--- config.mk ---
export PLATFORM = sky130hd
export DESIGN_NAME = hwpe_dma_loader
export DESIGN_NICKNAME = d
export VERILOG_FILES = /design/src/rtl/hwpe_dma_pkg.sv /design/src/rtl/hwpe_dma_packer.sv /design/src/rtl/hwpe_dma_loader.sv
export SDC_FILE = /design/constraint.sdc
export NUM_CORES = 1
export LEC_CHECK = 0
export BUFFER_PORTS_ARGS = -buffer_cell sky130_fd_sc_hd__buf_4
export CAP_MARGIN = 15
export CORE_MARGIN = 1
export CORE_UTILIZATION = 40
export DETAILED_ROUTE_END_ITERATION = 8
export PLACE_DENSITY = 0.73
export SKIP_LAST_GASP = 1
export SYNTH_ARGS = -nofsm -noshare
export SYNTH_HDL_FRONTEND = slang
export SYNTH_SLANG_ARGS = --single-unit
--- constraint.sdc ---
create_clock -name clk -period 3.2 [get_ports clk]
set_clock_uncertainty 0.05 [all_clocks]
set_input_delay 0.48 -clock clk [delete_from_list [all_inputs] [get_ports clk]]
set_output_delay 0.48 -clock clk [all_outputs]
set_load 0.01 [all_outputs]
--- src/rtl/hwpe_dma_pkg.sv ---
// Shared types and constants for the hwpe DMA loader.
// Region bases mirror the hwpe memory map.
`ifndef HWPE_ADDR_WIDTH
`define HWPE_ADDR_WIDTH 16
`endif

package hwpe_dma_pkg;

  typedef enum logic [1:0] {
    ST_IDLE = 2'd0,
    ST_LO   = 2'd1,
    ST_HI   = 2'd2
  } dma_state_e;

  localparam int unsigned WORD_BYTES       = 8;
  localparam int unsigned FMEM_ADDR2_START = 32'h0000_4000;
  localparam int unsigned KMEM_ADDR_START  = 32'h0000_8000;

endpackage

--- src/rtl/hwpe_dma_packer.sv ---
// Pairs two 32-bit beats into one 64-bit word and
// registers the resulting hwpe write strobe/address/data.
module hwpe_dma_packer #(
  parameter int ADDR_W = 16
) (
  input  logic              clk,
  input  logic              rst_n,
  input  logic              lo_we,
  input  logic              hi_we,
  input  logic [31:0]       data,
  input  logic [ADDR_W-1:0] addr,
  output logic              wen,
  output logic [ADDR_W-1:0] wa,
  output logic [63:0]       wd
);

  logic [31:0]       lo_q, lo_d;
  logic              wen_q, wen_d;
  logic [ADDR_W-1:0] wa_q, wa_d;
  logic [63:0]       wd_q, wd_d;

  // Hold the low half; fire a one-cycle write on the high half.
  always_comb begin
    lo_d  = lo_q;
    wen_d = 1'b0;
    wa_d  = wa_q;
    wd_d  = wd_q;
    if (lo_we) lo_d = data;
    if (hi_we) begin
      wen_d = 1'b1;
      wa_d  = addr;
      wd_d  = {data, lo_q};
    end
  end

  // Output and low-beat registers.
  always_ff @(posedge clk or negedge rst_n) begin
    if (!rst_n) begin
      lo_q  <= '0;
      wen_q <= 1'b0;
      wa_q  <= '0;
      wd_q  <= '0;
    end else begin
      lo_q  <= lo_d;
      wen_q <= wen_d;
      wa_q  <= wa_d;
      wd_q  <= wd_d;
    end
  end

  assign wen = wen_q;
  assign wa  = wa_q;
  assign wd  = wd_q;

endmodule

--- src/rtl/hwpe_dma_loader.sv ---
// Descriptor-driven feeder of the hwpe DMA write port.
// Optional running XOR checksum: HWPE_DMA_LOADER_CSUM_EN.
`ifndef HWPE_ADDR_WIDTH
`define HWPE_ADDR_WIDTH 16
`endif

module hwpe_dma_loader
  import hwpe_dma_pkg::*;
#(
  parameter int ADDR_W = `HWPE_ADDR_WIDTH,
  parameter int LEN_W  = 16
) (
  input  logic              clk,
  input  logic              rst_n,
  input  logic              desc_valid,
  output logic              desc_ready,
  input  logic [ADDR_W-1:0] desc_dst_addr,
  input  logic [LEN_W-1:0]  desc_len,
  input  logic              desc_last,
  input  logic              src_valid,
  output logic              src_ready,
  input  logic [31:0]       src_data,
  output logic              dma_wen,
  output logic [ADDR_W-1:0] dma_wa,
  output logic [63:0]       dma_wd,
`ifdef HWPE_DMA_LOADER_CSUM_EN
  output logic [31:0]       csum,
`endif
  output logic              busy,
  output logic              done
);

  dma_state_e        state_q, state_d;
  logic [ADDR_W-1:0] addr_q, addr_d;
  logic [LEN_W-1:0]  rem_q, rem_d;
  logic              last_q, last_d;
  logic              done_q, done_d;
  logic              rdy_en_q;
  logic              desc_acc, src_acc;

  assign desc_ready = rdy_en_q && (state_q == ST_IDLE);
  assign src_ready  = (state_q == ST_LO) || (state_q == ST_HI);
  assign desc_acc   = desc_valid && desc_ready;
  assign src_acc    = src_valid && src_ready;
  assign busy       = (state_q != ST_IDLE);
  assign done       = done_q;

  // Next state, address/length bookkeeping and done pulse.
  always_comb begin
    state_d = state_q;
    addr_d  = addr_q;
    rem_d   = rem_q;
    last_d  = last_q;
    done_d  = 1'b0;
    case (state_q)
      ST_IDLE: begin
        if (desc_acc) begin
          addr_d = {desc_dst_addr[ADDR_W-1:3], 3'b000};
          rem_d  = desc_len;
          last_d = desc_last;
          if (desc_len == '0) done_d = desc_last;
          else state_d = ST_LO;
        end
      end
      ST_LO: begin
        if (src_acc) state_d = ST_HI;
      end
      ST_HI: begin
        if (src_acc) begin
          addr_d = addr_q + ADDR_W'(WORD_BYTES);
          rem_d  = rem_q - LEN_W'(1);
          if (rem_q == LEN_W'(1)) begin
            state_d = ST_IDLE;
            done_d  = last_q;
          end else begin
            state_d = ST_LO;
          end
        end
      end
      default: state_d = ST_IDLE;
    endcase
  end

  // Control state registers; desc_ready is held low during reset.
  always_ff @(posedge clk or negedge rst_n) begin
    if (!rst_n) begin
      state_q  <= ST_IDLE;
      addr_q   <= '0;
      rem_q    <= '0;
      last_q   <= 1'b0;
      done_q   <= 1'b0;
      rdy_en_q <= 1'b0;
    end else begin
      state_q  <= state_d;
      addr_q   <= addr_d;
      rem_q    <= rem_d;
      last_q   <= last_d;
      done_q   <= done_d;
      rdy_en_q <= 1'b1;
    end
  end

  hwpe_dma_packer #(
    .ADDR_W (ADDR_W)
  ) u_packer (
    .clk   (clk),
    .rst_n (rst_n),
    .lo_we (src_acc && (state_q == ST_LO)),
    .hi_we (src_acc && (state_q == ST_HI)),
    .data  (src_data),
    .addr  (addr_q),
    .wen   (dma_wen),
    .wa    (dma_wa),
    .wd    (dma_wd)
  );

`ifdef HWPE_DMA_LOADER_CSUM_EN
  logic [31:0] csum_q, csum_d;

  // Running XOR of accepted beats, cleared per descriptor.
  always_comb begin
    csum_d = csum_q;
    if (desc_acc) csum_d = '0;
    else if (src_acc) csum_d = csum_q ^ src_data;
  end

  // Checksum register.
  always_ff @(posedge clk or negedge rst_n) begin
    if (!rst_n) csum_q <= '0;
    else csum_q <= csum_d;
  end

  assign csum = csum_q;
`endif

endmodule

==> impl_metrics.ini, run 1 <==
[timing]
fmax_ghz = 0.384
worst_pin_slew_ns = 0.905
rsz0062_at_grt = no
fin_crit_ns = 2.61
setup_viol = 0
whs_ns = 0.0506
maxSlewViolCount = 0
slew_headroom_pct = 39.6
fin_tns_setup_ns = 0
finalCritPeriodShare_pct = 81.4
finalHoldViolCount = 0

[final_layout]
regArea_um2 = 3600
drive_gt1_share_pct = 46.9
area_delta_synth_final_pct = 30.1
final_cells = 839
nets = 714
n_antenna_cell = 0
multi_input_area_um2 = 2480
layout_common_cells = 151 x buf_4, 144 x dfrtp_1, 108 x mux2_2, 27 x nand2_1, 26 x a21oi_1
final_common_cell = buf_4
fillers = 1328
utilization_pct = 53.4
finish.instance_area_um2 = 8120

[place]
dp.cells = 807
io_buffers = 147
gp_congestion = 0.829
post_dp_cell_area_um2 = 7520
place_hpwl_um = 9690

[routing]
drt-wirelength-per-cell_um = 16.8
drc = 0
routed_via_density = 5.31
routed_wl_um = 14100
ant_nets = 0
drtIter0Drc = 179
dr.pass1.iters = 4
vias = 4455

[synthesis]
yosysWarningCount = 0
syn_inst = 493
ys_seq_elements = 144
synth_edf_count = 0
syn_area_per_cell_um2 = 12.7
synth_area_um2 = 6240
ys_types = 46
synth_ff_type = dfrtp_1
seq_area_frac_synth_pct = 57.7
ys_async_sr_fraction_pct = 100

[critical_path]
cp-end-kind = register
crit_fanout = 66
worstReg2RegEnd = addr_q[7]
worst-r2r-setup-slack_ns = 0.59
start_kind = register
cp_data_arrival_time_ns = 2.91
required_ns = 3.50
r2r_cells = 8
critical_path_class = reg2reg
timing.rr.start = state_q[0]

[floorplanning]
die_area_um2 = 16100
coreArea_um2 = 15200
die_height_um = 127
fp.dieW_um = 127
start_util_pct = 41.1
ios = 154
rows = 45

[clock_tree]
max-clock-path-buffers = 2
postCtsResizedCells = 0
cts.clk_slew.worst_paths_ns = 0.06
cts_max_level = 4
clkSinkCount = 144
cts_tree = yes
clk_latency_ns = 0.42
cts_buffers = 17
cts_hold_buf = 0
postCtsSetupBuffers = 0
clock-root-buffer = clkbuf_16

[pwr]
switchingPower_mw = 2.87
internal_power_mw = 5.67
switching_share_pct = 33.6
peakVddDrop_mv = 0.506
seq_power_share_pct = 39.5
comb_power_share_pct = 37.0
clockPowerShare_pct = 23.5
powerDensity_nw_per_um2 = 1050
power.leakage_nw = 3.68

[worst_hold_path]
hold_path_class = in2async

[run]
max_cap_viol_count = 0

[global_route]
grt_usage_pct = 18.3
grt_pass1_vias = 4643
globalRouteOverflowTotal = 0
antenna_found_initial = 0
grt_pass1_wl_um = 23000
grt_max_degree = 83

[outcome]
status = complete, no violations
-- cells in the mapped netlist (6+ instances only) --
| master | number | area (µm²) |
|---|---|---|
| a21oi_1 | 27 | 135 |
| mux2_2 | 108 | 1220 |
| nand4_1 | 7 | 43.8 |
| inv_1 | 9 | 33.8 |
| buf_2 | 14 | 70.1 |
| nand2_1 | 28 | 105 |
| dfrtp_1 | 144 | 3600 |
| nor3_1 | 7 | 35.0 |
| nor2_1 | 17 | 63.8 |
| nand3_1 | 11 | 55.1 |
| ha_1 | 7 | 87.6 |
| o22ai_1 | 18 | 113 |
| clkbuf_1 | 7 | 26.3 |
| and3_1 | 6 | 37.5 |
| o21ai_0 | 21 | 105 |
-- logic make-up after synthesis --
logic type               Yosys count  share of synthesized area (%)
flip-flops                       144                           57.7
multiplexers                     113                           20.3
AND/OR/NAND/NOR                  101                           9.06
AO/OA/AOI/OAI                     87                           8.58
buffers and inverters             39                           2.83
adder cells (fa/ha/maj)            7                           1.40
other                              2                          0.120
-- registers in the layout, summed over array words and instances (netlist names) --
register,cells
u_packer.wen,1
rem_q,16
u_packer.wa,13
last_q,1
rdy_en_q,1
u_packer.lo_q,32
done,1
addr_q,13
state_q,2
u_packer.wd,64
-- critical path, stage by stage (launching register included) --
cell and delay [ns]:
dfrtp_1 0.42, inv_1 0.10, ha_1 0.24, nand2_2 0.09
buf_4 0.67, a21o_1 0.48, nor2_1 0.10, o21ai_0 0.17
o221a_2 0.20
-- worst max path at each step --
stage | slack, ns | end | from | cells past startpoint
6_report | 0.59 | addr_q[7] | state_q[0] | 8
5_1_grt | 0.31 | addr_q[7] | state_q[0] | 8
3_3_place_gp | 0.65 | addr_q[7] | state_q[0] | 8
2_1_floorplan | 1.25 | u_packer.wa[15] | state_q[0] | 7
3_5_place_dp | 0.56 | addr_q[7] | state_q[0] | 8
4_1_cts | 0.53 | addr_q[7] | state_q[0] | 8
-- through the flow --
stage	setup WS [ns]	power (mW)
after floorplan	1.25	5.19
final	0.595	8.55
after global placement	0.648	6.42
after global routing	0.307	9.09
after CTS	0.529	8.64
after detailed placement	0.560	6.59
-- area by class of cell --
class	instances	share of cell area, %
clock buffer	20	5.38
clock inverter	12	1.99
inverter	10	0.462
multi-input combinational	312	30.6
sequential	144	44.4
tap	188	2.90
timing repair buffer	153	14.3
-- routing by layer --
| layer | routed length, µm | vias up | global-route usage (%) |
|---|---|---|---|
| met5 | 0 | - | 0 |
| met4 | 159 | 0 | 5.60 |
| met3 | 1020 | 13 | 7.13 |
| met2 | 6700 | 124 | 29.3 |
| met1 | 6220 | 2232 | 22.9 |
| li1 | - | 2086 | - |
-- power by group through the flow --
stage / Clock, mW / Sequential [mW] / Combinational [mW]
after global placement: 0 / 3.33 / 3.09
after floorplan: 0 / 3.47 / 1.72
final: 2.01 / 3.38 / 3.16
after detailed placement: 0 / 3.40 / 3.19
after CTS: 2.05 / 3.38 / 3.21
after global routing: 2.11 / 3.51 / 3.47
No activity file was read; power rests on OpenSTA's default activity.
==> inputs of run 2 (changes only) <==
==> constraint.sdc (replaced) <==
create_clock -name clk -period 2.7 [get_ports clk]
set_clock_uncertainty 0.05 [all_clocks]
set_input_delay 0.405 -clock clk [delete_from_list [all_inputs] [get_ports clk]]
set_output_delay 0.405 -clock clk [all_outputs]
set_load 0.01 [all_outputs]
==> impl_metrics.ini, run 2 (synthesis results as in run 1) <==
[outcome]
status = complete, no violations

[timing]
finalCritPeriodShare_pct = 95.2
fin_ws_ns = 0.129
slew_headroom_pct = 33.6
maxSlewViolCount = 0
setup_viol = 0
fin_tns_setup_ns = 0
rsz0062_at_grt = yes
finalHoldViolCount = 0
fmax_ghz = 0.389
worst_pin_slew_ns = 0.996
fin_crit_ns = 2.57

[floorplanning]
coreArea_um2 = 15200
rows = 45
fp.dieW_um = 127
die_area_um2 = 16100
ios = 154
die_height_um = 127
start_util_pct = 41.1

[final_layout]
final_cells = 843
finish.instance_area_um2 = 8150
drive_gt1_share_pct = 47.5
area_delta_synth_final_pct = 30.5
largest_reg_flops = 64
layout_common_cells = 156 x buf_4, 144 x dfrtp_1, 108 x mux2_2, 27 x nand2_1, 26 x a21oi_1
final_common_cell = buf_4
nets = 720
n_antenna_cell = 0
utilization_pct = 53.6

[global_route]
antenna_found_initial = 0
globalRouteOverflowTotal = 0
grt_pass1_wl_um = 23700
grt_pass1_vias = 4701
grt_max_degree = 69
grt_usage_pct = 19.0

[place]
io_buffers = 147
post_dp_cell_area_um2 = 7560
place_hpwl_um = 9920
pre_cts_slack_ns = 0.167
gp_congestion = 0.798
dp.cells = 812

[clock_tree]
cts_max_level = 4
clock-root-buffer = clkbuf_16
cts_tree = yes
clk_latency_ns = 0.42
max-clock-path-buffers = 2
cts_buffers = 17
postCtsResizedCells = 0
cts.clk_slew.worst_paths_ns = 0.07
clkSinkCount = 144

[critical_path]
required_ns = 2.94
startpoint = state_q[0]
crit_fanout = 66
critical_path_class = reg2reg
cp-end-kind = register
start_kind = register
timing.rr.start = state_q[0]
cp_data_arrival_time_ns = 2.81

[routing]
drt-wirelength-per-cell_um = 17.1
routed_via_density = 5.36
routed_wl_um = 14400
drtIter0Drc = 285
ant_nets = 0
drc = 0
dr.pass1.iters = 6
vias = 4520

[worst_hold_path]
hold_path_class = in2reg
hp-start = src_data[0]

[pwr]
power.leakage_nw = 3.71
powerDensity_nw_per_um2 = 1240
peakVddDrop_mv = 0.752

[run]
max_cap_viol_count = 0
run 2: changes by cell type in the layout (fill, tap and decap cells not counted), sizes merged:
cell,delta
buf,+5
inv,+6
bufinv,-1
clkbuf,-3
clkinvlp,-2
clkinv,-2
dlygate4sd3,+1
run 2: worst paths after layout:
check | to | slack (ns) | cells after the start
setup / recovery | rem_q[2] | 0.13 | 9
hold / removal | u_packer.lo_q[0] | 0.17 | 2
setup reg to reg | rem_q[2] | 0.13 | 9
hold reg to reg | last_q | 0.43 | 2
max in group asynchronous | u_packer.wd[16] | 1.29 | 3
min in group asynchronous | u_packer.wa[11] | 0.49 | 2
run 2: routing by layer:
layer  share of wire [%]  track usage (%)
met1                  43             23.7
met2                  48             30.7
met3                 7.9             6.75
met4                0.88             6.02
met5                   0                0
run 2: timing repair:
item	4_1_cts	5_1_grt
hold buffers	1	0
setup buffers	0	0
endpoints found under the setup margin	0	14
endpoints found under the hold margin	66	0
run 2: area by class of cell:
class	count	area (µm²)
Timing Repair Buffer	159	1210
Sequential cell	144	3600
Fill cell	1287	7060
Clock inverter	13	151
Clock buffer	17	425
Tap cell	188	235
Multi-Input combinational cell	312	2480
Inverter	10	37.5
run 2: critical path, cell delays in order, from the launching register on:
cell	delay, ns
dfrtp_1	0.40
inv_1	0.10
ha_1	0.27
nand2_2	0.10
buf_4	0.64
a21o_1	0.34
buf_4	0.21
a21oi_1	0.05
nor2_1	0.11
a21oi_1	0.05
run 2: report_power, final:
part | internal (mW) | switching (mW) | total, mW | leakage [nW]
Combinational | 2.06 | 1.73 | 3.79 | 1.70
Clock | 1.37 | 0.956 | 2.33 | 0.282
Sequential | 3.23 | 0.771 | 4.00 | 1.73
Total | 6.66 | 3.46 | 10.1 | 3.71
run 2: metrics by stage:
step | total power [mW] | hold slack (ns)
final | 10.1 | 0.170
after global routing | 10.8 | 0.158
after CTS | 10.2 | 0.158
after detailed placement | 7.85 | 0.395
after global placement | 7.64 | 0.381
after floorplan | 6.15 | 0.0594
